$ cat config.mk
export PLATFORM = sky130hd
export DESIGN_NAME = onehot_rotator_n
export DESIGN_NICKNAME = d
export VERILOG_FILES = /design/src/rtl/onehot_rotator_n.sv
export SDC_FILE = /design/constraint.sdc
export NUM_CORES = 1
export LEC_CHECK = 0
export CAP_MARGIN = 20
export CORE_MARGIN = 5
export CORE_UTILIZATION = 30
export DETAILED_ROUTE_END_ITERATION = 7
export DONT_BUFFER_PORTS = 1
export GPL_ROUTABILITY_DRIVEN = 0
export MAX_ROUTING_LAYER = met4
export PLACE_DENSITY = 0.55
export SYNTH_ARGS = -nofsm -noshare
export SYNTH_HDL_FRONTEND = slang
export SYNTH_SLANG_ARGS = --single-unit
$ cat constraint.sdc
create_clock -name clk -period 4.47 [get_ports clk]
set_clock_uncertainty 0.15 [all_clocks]
set_input_delay 0.6705 -clock clk [delete_from_list [all_inputs] [get_ports clk]]
set_output_delay 0.6705 -clock clk [all_outputs]
set_load 0.01 [all_outputs]
$ cat src/rtl/onehot_rotator_n.sv
// -----------------------------------------------------------------------------
// onehot_rotator_n
//
// A registered one-hot position register. The active bit can be loaded
// directly, rotated manually left or right, or rotated automatically once
// every period+1 cycles.
//
// Parameters
//   WIDTH    one-hot output width (2..64)
//   STEP_W   width of the rotation-amount input
//   PERIOD_W width of the auto-rotate period input and of the auto counter
//
// Ports
//   clk       single clock, rising-edge active
//   reset     synchronous active-high reset
//   in1       manual rotate-left request (towards MSB)
//   in2       manual rotate-right request (towards LSB)
//   step      positions moved per rotation, applied modulo WIDTH
//   load      load request for load_pos
//   load_pos  target active-bit index
//   auto_en   enable periodic auto-rotation
//   auto_dir  auto direction: 0 = left, 1 = right
//   period    auto tick every period+1 cycles
//   out       registered one-hot vector, out = 1 << pos
//   pos       registered index of the active bit
//   wrap      one-cycle pulse: rotation crossed the WIDTH-1/0 boundary
//   load_err  one-cycle pulse: load_pos was out of range and was rejected
// -----------------------------------------------------------------------------
module onehot_rotator_n #(
  parameter  int WIDTH    = 8,
  parameter  int STEP_W   = 3,
  parameter  int PERIOD_W = 4,
  localparam int POS_W    = ($clog2(WIDTH) > 1) ? $clog2(WIDTH) : 1
) (
  input  logic                clk,
  input  logic                reset,
  input  logic                in1,
  input  logic                in2,
  input  logic [STEP_W-1:0]   step,
  input  logic                load,
  input  logic [POS_W-1:0]    load_pos,
  input  logic                auto_en,
  input  logic                auto_dir,
  input  logic [PERIOD_W-1:0] period,
  output logic [WIDTH-1:0]    out,
  output logic [POS_W-1:0]    pos,
  output logic                wrap,
  output logic                load_err
);

  localparam logic [31:0] WIDTH_U = 32'(WIDTH);

  logic [POS_W-1:0]    pos_q, pos_d;
  logic [WIDTH-1:0]    out_q, out_d;
  logic                wrap_q, wrap_d;
  logic                load_err_q, load_err_d;
  logic [PERIOD_W-1:0] cnt_q, cnt_d;

  logic [31:0]         eff_step;
  logic [31:0]         pos_ext;
  logic [31:0]         left_sum;
  logic [POS_W-1:0]    left_pos, right_pos;
  logic                left_wrap, right_wrap;
  logic                manual;
  logic                auto_tick;

  assign manual    = in1 | in2;
  assign auto_tick = auto_en && (cnt_q == period);

  // Both rotation candidates are computed every cycle in 32-bit arithmetic so
  // that pos + s never overflows before the modulo correction. With s < WIDTH a
  // single conditional subtract/add is enough, and s = 0 can never wrap.
  always_comb begin
    eff_step   = 32'(step) % WIDTH_U;
    pos_ext    = 32'(pos_q);
    left_sum   = pos_ext + eff_step;
    left_wrap  = left_sum >= WIDTH_U;
    left_pos   = POS_W'(left_wrap ? left_sum - WIDTH_U : left_sum);
    right_wrap = pos_ext < eff_step;
    right_pos  = POS_W'(right_wrap ? pos_ext + WIDTH_U - eff_step
                                   : pos_ext - eff_step);
  end

  // Priority: load > manual > auto tick. Any load or manual action clears the
  // auto counter, which also discards a coincident auto tick.
  always_comb begin
    // NOTE: every signal gets a default before any branch so no path leaves
    // it unassigned, which would otherwise infer a latch.
    pos_d      = pos_q;
    wrap_d     = 1'b0;
    load_err_d = 1'b0;
    cnt_d      = cnt_q;

    if (load) begin
      cnt_d = '0;
      if (32'(load_pos) < WIDTH_U) pos_d = load_pos;
      else                         load_err_d = 1'b1;
    end else if (manual) begin
      cnt_d = '0;
      // in1 & in2 together is a manual hold: counter cleared, pos unchanged.
      if (in1 && !in2) begin
        pos_d  = left_pos;
        wrap_d = left_wrap;
      end else if (!in1 && in2) begin
        pos_d  = right_pos;
        wrap_d = right_wrap;
      end
    end else if (!auto_en) begin
      cnt_d = '0;
    end else if (auto_tick) begin
      cnt_d = '0;
      if (auto_dir) begin
        pos_d  = right_pos;
        wrap_d = right_wrap;
      end else begin
        pos_d  = left_pos;
        wrap_d = left_wrap;
      end
    end else begin
      // A counter already above period (period lowered mid-run) keeps
      // counting and rolls over to 0 before it can match again.
      cnt_d = cnt_q + 1'b1;
    end

    // The one-hot vector is derived from the next position and registered
    // alongside it, so out never has a combinational path from the inputs.
    out_d = {{(WIDTH-1){1'b0}}, 1'b1} << pos_d;
  end

  always_ff @(posedge clk) begin
    // NOTE: registers use non-blocking assignments so every flop samples the
    // pre-edge values, independent of statement order.
    if (reset) begin
      pos_q      <= '0;
      out_q      <= {{(WIDTH-1){1'b0}}, 1'b1};
      wrap_q     <= 1'b0;
      load_err_q <= 1'b0;
      cnt_q      <= '0;
    end else begin
      pos_q      <= pos_d;
      out_q      <= out_d;
      wrap_q     <= wrap_d;
      load_err_q <= load_err_d;
      cnt_q      <= cnt_d;
    end
  end

  assign out      = out_q;
  assign pos      = pos_q;
  assign wrap     = wrap_q;
  assign load_err = load_err_q;

endmodule

# [Yosys cells after proc, flatten, opt, wreduce, memory -nomap -nowiden]
# Index checks and enable logic that the tools add are counted.
[word_totals] regBits=16 output_inout_bits=13
[classes] shift=1 bitwise=2 eq_ne=1 mux=15 order_cmp=2 reduce_logical=7 add_sub_neg=6
[ops] operator="$mux W3" n=9
[ops] operator="$shl A1 B3 Y8 const A" n=1
[ops] operator="$mux W1" n=6
[ops] operator="$sub A3 B3 Y3" n=2
[ops] operator="$reduce_or A5 Y1" n=1
[ops] operator="$add A3 B3 Y4" n=1
[ops] operator="$add A4 B1 Y4 const B" n=1
[ops] operator="$eq A4 B4 Y1" n=1
[ops] operator="$ge A4 B4 Y1 const B" n=1
[ops] operator="$add A3 B1 Y3 const B" n=1
[ops] operator="$logic_and A1 B1 Y1" n=3
[ops] operator="$lt A3 B3 Y1" n=1
[ops] operator="$sub A3 B1 Y3 const B" n=1
[ops] operator="$logic_not A1 Y1" n=2
[ops] operator="$reduce_or A2 Y1" n=1
[ops] operator="$not A1 Y1" n=1
[ops] operator="$or A1 B1 Y1" n=1

# [Longest topological paths before layout]
# Gate-level depths: netlist (run 1).
[logic_depth] ltp_word=9 mapped_depth=8 mapped_depth_nobuf=8

# [Worst setup path after synthesis (run 1)]
# OpenSTA, ideal clock, no wires.
[synth_timing] path_type="input to register" start="in step[0]" end="reg out_q[1] (netlist: out[1])" path_slack_ns=1.921 stages=7 arrival_time_ns=2.312 n_path_buf=0 required_time_ns=4.233 path_cell_list="ha_1 > fa_1 > nor2_1 > a21oi_2 > o221ai_2 > o32ai_4 > nor4b_2"
[synth_between] elab_chain_cells=9 word_cells_on_any_way=16
[synth_lines] element="start: declaration" line="39" rtl="input logic [STEP_W-1:0] step,"
[synth_lines] element="$add A3 B3 Y4" line="76" rtl="left_sum = pos_ext + eff_step;"
[synth_lines] element="$ge A4 B4 Y1 / $sub A3 B1 Y3 (equally long branches)" line="77, 78"
[synth_lines] element="$mux W3" line="78" rtl="left_pos = POS_W'(left_wrap ? left_sum - WIDTH_U : left_sum);"
[synth_lines] element="$mux W3" line="112" rtl="if (auto_dir) begin"
[synth_lines] element="$mux W3" line="110" rtl="end else if (auto_tick) begin"
[synth_lines] element="$mux W3" line="108" rtl="end else if (!auto_en) begin"
[synth_lines] element="$mux W3 (*)" line="98" rtl="end else if (manual) begin"
[synth_lines] element="$mux W3 (*)" line="94" rtl="if (load) begin"
[synth_lines] element="$shl A1 B3 Y8 (*)" line="127" rtl="out_d = {{(WIDTH-1){1'b0}}, 1'b1} << pos_d;"
[synth_lines] element="end signal: assignment" line="135" rtl="out_q <= {{(WIDTH-1){1'b0}}, 1'b1};"
[synth_lines] element="end signal: assignment" line="141" rtl="out_q <= out_d;"
[synth_lines] element="end: declaration" line="54" rtl="logic [WIDTH-1:0] out_q, out_d;"
# Mark *: on every way between the ends. The rest lies on a longest branch, timed or not.
# A chain may end at the register's enable or synchronous reset.

# [Worst setup path after layout (run 1)]
[layout_timing] start="reg pos_q[0] (netlist: pos[0])" end="reg out_q[5] (netlist: out[5])"
[layout_between] elab_chain_cells=9 word_cells_on_any_way=17
[layout_lines] element="start: declaration" line="53" rtl="logic [POS_W-1:0] pos_q, pos_d;"
[layout_lines] element="start signal: assignment" line="140" rtl="pos_q <= pos_d;"
[layout_lines] element="$add A3 B3 Y4 / $add A3 B1 Y3 (equally long branches)" line="76, 80"
[layout_lines] element="$ge A4 B4 Y1 (tied with other cells)" line="77" rtl="left_wrap = left_sum >= WIDTH_U;"
[layout_lines] element="$mux W3 (on tied branches)" line="78, 80"
[layout_lines] element="$mux W3" line="112"
[layout_lines] element="$mux W3" line="110"
[layout_lines] element="$mux W3" line="108"
[layout_lines] element="$mux W3 (*)" line="98"
[layout_lines] element="$mux W3 (*)" line="94"
[layout_lines] element="$shl A1 B3 Y8 (*)" line="127"
# Marked as above.

==> metrics.md, run 1 <==
| Metric | Value |
|---|---|
| Startpoint class of the critical path | `flip-flop` |
| Max capacitance violation total | `0` |
| Starting Density | `0.310` |
| Via count of the routed design | `793` |
| CTS tree | `done` |
| Most common cell in the netlist | `sky130_fd_sc_hd__dfxtp_1` |
| Setup Crit Path Kind | `reg -> reg` |
| Minimum setup slack after placement | `1.74 ns` |
| Largest cells by area after synthesis | `sky130_fd_sc_hd__dfxtp_1, sky130_fd_sc_hd__ha_1, sky130_fd_sc_hd__nor4b_2` |
| Average footprint of a synthesized cell | `between 10 and 15 um^2` |
| Power density over the cells | `roughly 300 nW/um^2` |
| Peak Freq | `roughly 380 MHz` |
| Clock sink count | `16` |
| IO Pins | `30` |
| Total of cells resized after clock tree synthesis | `0` |
| Fraction of synthesized cell area taken by the top area cell type | `0.282` |
| Shortest clock period the worst path allows after layout | `~2.6 ns` |
| Area enclosed by the die boundary | `5120 um^2` |
| Max Slew Vio Count | `0` |
| Vertical die dimension | `71.5 um` |
| Post-CTS Setup Bufs | `0` |
| Post-synthesis sequential element count | `16` |
| Final worst-path cycle share | `0.586` |
| Residual antenna-violating net count after detailed routing | `0` |
| CP Data Arrival Time | `2.62 ns` |
| Cts bufs inserted | `3` |
| First-pass GRT wire length | `4110 um` |
| Maximum buffer depth of the clock tree | `2` |
| DRC violation count after routing | `0` |
| Post-CTS Hold Buffers | `0` |
| Maximum number of pins on one net before global-route repair | `14` |
| Fraction of final layout cells with drive strength greater than 1 | `0.216` |
| Post-synth EDFFs | `0` |
| Summed area of non-filler cells in the final layout | `1220 um^2` |
| Syn_nets | `137` |
| Final antenna diode count | `0` |
| Total buffers and inverters traversed by the critical path | `1` |
| Maximum net fanout on the critical path | `9` |
| Mean routed wirelength per cell | `between 15 and 20 um` |
| Clock slew seen by the registers of the worst setup and hold paths | `0.06 ns` |
| Most used flip-flop cell after synthesis | `sky130_fd_sc_hd__dfxtp_1` |
| Seq/Total Area, Yosys | `0.282` |
| DRC violation total after the first TritonRoute iteration | `65` |
| Max incr delay on CP | `between 0.5 and 0.6 ns` |
| DR pass1 iterations | `4` |
| Overflow after GRT | `0` |
| Cells along the critical path | `inv_1 > ha_1 > fa_1 > nor2_1 > a21oi_2 > o221ai_2 > o32ai_4 > nor4b_2` |
| Root buffer cell | `sky130_fd_sc_hd__clkbuf_8` |
| Vias in the first global route | `840` |
| Netlist area before placement | `1140 um^2` |
| Initial antenna violation count | `0` |
| Die width | `71.5 um` |
| Min-delay worst type | `reg -> reg` |
| DRT Wirelength | `around 2500 um` |
| CP max stage cell | `sky130_fd_sc_hd__fa_1` |
| Result of the run | `finished, final reports clean` |
| Kind of capture point of the worst setup path | `flip-flop` |
| Layout area overhead | `7.16%` |
| Area of the placeable core | `roughly 3700 um^2` |
| Maximum VDD drop | `174 uV` |
| Final HPWL DP | `2010 um` |
| Async set-reset flop share out of synthesis | `0` |
| Number of I/O port buffers | `0` |
| Ratio of routed vias to standard cells | `between 4 and 5` |
| Worst-Skew Late Latency | `0.25 ns` |
| Row cnt | `22` |
| Crit path setup slack, layout | `1.85 ns` |
| Synth Warn # | `0` |
| Total number of nets in the final design | `138` |
| Library cells used by synthesis | `42` |
| Cell family contributing the most delay on the critical path | `adder cells` |
| Utilization after layout | `0.333` |
| GRT Resource Usage Total | `0.103` |
| Post-synth top area cell | `sky130_fd_sc_hd__dfxtp_1` |
| Data required, critical path | `~4.5 ns` |
| Number of instances in the synthesized netlist | `111` |
| Setup violation total in the final timing report | `0` |
| Final Hold Violating Endpoints | `0` |
| Setup repair after global routing missed its margin | `no` |
| Static leakage | `roughly 0.45 nW` |
| Post-Route Setup TNS | `0 ns` |
| Total chip power | `0.369 mW` |
| Number of H-tree branching levels | `1` |
| Area of placed instances | `1160 um^2` |
| Post-synth top cells | `sky130_fd_sc_hd__dfxtp_1, sky130_fd_sc_hd__nor2_1, sky130_fd_sc_hd__inv_1` |
## sequential cells by signal, indices dropped and copies added, names as in the netlist
register  cells
pos           3
cnt_q         4
wrap          1
out           8
## metal layers
metal	up-vias	global-route usage	routed length [um]
met5	-	-	0
met4	0	0.0251	10
met3	2	0.0295	186
met2	27	0.173	1230
met1	367	0.121	1050
li1	397	-	-
## stage by stage
step / std cells / hold WS, ns
final: 159 / 0.332
after global routing: 159 / 0.331
after CTS: 159 / 0.333
after detailed placement: 155 / 0.326
after global placement: 155 / 0.306
after floorplan: 111 / 0.291
## where the power goes
group	switching, mW	internal [mW]
combinational	0.0456	0.0393
clock	0.0463	0.0780
sequential	0.00998	0.150
## cells by family after synthesis
| group | synth area share |
|---|---|
| DFF | 0.282 |
| and+or+nand+nor | 0.253 |
| other | 0.00330 |
| adders and majority gates | 0.112 |
| muxes | 0.00881 |
| buffers and inverters | 0.0595 |
| xor gates and xnor gates | 0.0617 |
| AOI/OAI and AO/OA | 0.219 |
## cells in the final DEF (no fill, tap or decap), types with 3 or more instances in the layout
cell type / n
sky130_fd_sc_hd__dfxtp_1: 16
sky130_fd_sc_hd__nor2_1: 13
sky130_fd_sc_hd__inv_1: 9
sky130_fd_sc_hd__xnor2_1: 7
sky130_fd_sc_hd__ha_1: 7
sky130_fd_sc_hd__nand2_1: 6
sky130_fd_sc_hd__nor4b_2: 5
sky130_fd_sc_hd__clkbuf_8: 4
sky130_fd_sc_hd__o21ai_1: 3
sky130_fd_sc_hd__nor4_2: 3
## final timing paths
kind	start	to	slack, ns	cells past startpoint
setup / recovery	pos[0]	out[5]	1.85	8
hold / removal	cnt_q[0]	cnt_q[0]	0.33	1
setup reg to reg	pos[0]	out[5]	1.85	8
hold reg to reg	cnt_q[0]	cnt_q[0]	0.33	1
## final cells by class
type | instances | area (um^2)
Multi-Input combinational cell | 82 | 748
Clock buffer | 4 | 55.1
Fill cell | 371 | 2440
Tap cell | 48 | 60.1
Sequential cell | 16 | 320
Inverter | 9 | 33.8
## worst reg2reg max path, stage by stage, from the launching register on
cell                       delay, ns
sky130_fd_sc_hd__dfxtp_1        0.48
sky130_fd_sc_hd__inv_1          0.08
sky130_fd_sc_hd__ha_1           0.21
sky130_fd_sc_hd__fa_1           0.52
sky130_fd_sc_hd__nor2_1         0.06
sky130_fd_sc_hd__a21oi_2        0.11
sky130_fd_sc_hd__o221ai_2       0.13
sky130_fd_sc_hd__o32ai_4        0.50
sky130_fd_sc_hd__nor4b_2        0.29
Note: power is estimated with default switching activity, not from simulation.
==> run 2: changes to the inputs <==
PLACE_DENSITY = 0.56   (was 0.55)
clock period = 2.3 ns   (was 4.47 ns; I/O delays follow)
==> run 2 against run 1 <==
  * Die area unchanged
  * The flow now finishes with violations (negative setup slack)
  * Combinational power grew to 2.7 times the previous value
  * Design area grew 13%
==> metrics.md, run 2 (synthesis gave the netlist of run 1 again) <==
| Metric | Value |
|---|---|
| Result of the run | `finished, violations left` |
| Failing checks | `negative setup slack` |
| Vias in the first global route | `870` |
| Data required, critical path | `2.31 ns` |
| Worst-Skew Late Latency | `0.25 ns` |
| Final-layout worst hold slack | `between 0.01 and 0.015 ns` |
| Area of the placeable core | `3660 um^2` |
| Area enclosed by the die boundary | `5120 um^2` |
| Power density over the cells | `566 nW/um^2` |
| Setup violation total in the final timing report | `1` |
| Minimum setup slack after placement | `-0.0637 ns` |
| Min-delay worst type | `in -> reg` |
| Row cnt | `22` |
| GRT Resource Usage Total | `0.107` |
| Initial antenna violation count | `0` |
| Vertical die dimension | `71.5 um` |
| Global routing usage on met3 | `0.0379` |
| DRC violation total after the first TritonRoute iteration | `19` |
| Static leakage | `about 0.53 nW` |
| Total chip power | `~0.78 mW` |
| Maximum number of pins on one net before global-route repair | `14` |
| Setup repair after global routing missed its margin | `yes` |
| CTS tree | `done` |
| Number of H-tree branching levels | `1` |
| Leading cell type in the layout, fill and taps excluded | `sky130_fd_sc_hd__dfxtp_1` |
| DRT Wirelength | `2670 um` |
| Clock slew seen by the registers of the worst setup and hold paths | `0.06 ns` |
| Utilization after layout | `0.377` |
| Max incr delay on CP | `0.55 ns` |
| Kind of capture point of the worst setup path | `flip-flop` |
| Maximum buffer depth of the clock tree | `2` |
| Maximum VDD drop | `roughly 350 uV` |
| Final worst-path cycle share | `1.00` |
| DRC violation count after routing | `0` |
| Cells along the critical path | `inv_2 > ha_4 > fa_2 > nor2_2 > a21oi_2 > o221ai_2 > o32ai_4 > buf_12 > nor4b_4` |
| First-pass GRT wire length | `4270 um` |
| DR pass1 iterations | `4` |
| Final Hold Violating Endpoints | `0` |
| Startpoint class of the critical path | `flip-flop` |
| Crit path setup slack, layout | `-0.00241 ns` |
| Cell family contributing the most delay on the critical path | `adder cells` |
| Number of I/O port buffers | `0` |
| Root buffer cell | `sky130_fd_sc_hd__clkbuf_8` |
| Max capacitance violation total | `0` |
| CP max stage cell | `sky130_fd_sc_hd__fa_2` |
| Starting Density | `0.310` |
| Layout fillers | `~360` |
| Die width | `71.5 um` |
| Commonest cells after routing, fill and taps aside | `sky130_fd_sc_hd__dfxtp_1, sky130_fd_sc_hd__nor2_1, sky130_fd_sc_hd__inv_1` |
| IO Pins | `30` |
| Cts bufs inserted | `3` |
| Final HPWL DP | `1990 um` |
| Residual antenna-violating net count after detailed routing | `0` |
| Max Slew Vio Count | `0` |
| Flip-flop count of the largest register after layout | `8` |
| Total buffers and inverters traversed by the critical path | `2` |
| Gr busiest metal | `met2` |
| Final antenna diode count | `0` |
| Total number of nets in the final design | `around 150` |
| Global routing met2 resource utilization | `0.176` |
| Via count of the routed design | `836` |
| Global Route met1 Usage | `0.125` |
| Footprint of the multi-input gates | `803 um^2` |
| Overflow after GRT | `0` |
| Fraction of final layout cells with drive strength greater than 1 | `0.339` |
| Ratio of routed vias to standard cells | `4.95` |
| Shortest clock period the worst path allows after layout | `~2.3 ns` |
| CP Data Arrival Time | `2.31 ns` |
| Peak Freq | `434 MHz` |
| Sequential cell area | `322 um^2` |
| Layout area overhead | `21.6%` |
| Setup Crit Path Kind | `reg -> reg` |
| Maximum net fanout on the critical path | `5` |
| Mean routed wirelength per cell | `15.8 um` |
| Clock sink count | `16` |
| Placed cell count | `161` |
| Final Non-Filler Cells | `169` |
-- run 2: layout make-up --
class	instances	area share
tap	48	0.0435
clock buffer	4	0.0399
multi-input combinational	82	0.582
timing repair buffer	10	0.0779
sequential	16	0.233
inverter	9	0.0245
-- run 2: metrics by stage --
| step | setup TNS, ns | instance area [um^2] |
|---|---|---|
| after global placement | -0.0112 | 1220 |
| after detailed placement | -0.315 | 1220 |
| after CTS | -0.0342 | 1300 |
| after global routing | -0.718 | 1380 |
| final | -0.00241 | 1380 |
| after floorplan | 0 | 1140 |
-- run 2: timing repair --
action,CTS,global route
endpoints found under the hold margin,0,2
hold buffers,0,1
setup buffers,2,0
setup endpoints to repair,7,8
pin swaps,1,1
cloned,0,1
gates resized for setup,3,10
-- run 2: power by group --
part           total [mW]  internal (mW)  leakage, nW  switching (mW)
Combinational       0.231          0.118        0.366           0.113
Clock               0.248          0.152       0.0288          0.0962
Sequential          0.304          0.292        0.131          0.0119
-- run 2: final timing paths --
| kind | from | endpoint | slack [ns] | cells after the start |
|---|---|---|---|---|
| setup reg to reg | pos[0] | out[5] | -0.002 | 9 |
| setup / recovery | pos[0] | out[5] | -0.002 | 9 |
| hold reg to reg | cnt_q[0] | cnt_q[0] | 0.33 | 1 |
| hold / removal | reset | out[7] | 0.01 | 1 |
-- run 2: layer usage --
metal  part of all wire  vias up
met5                  0        -
met2               0.51       25
met3              0.073        2
met4             0.0030        0
li1                   -      418
met1               0.41      391
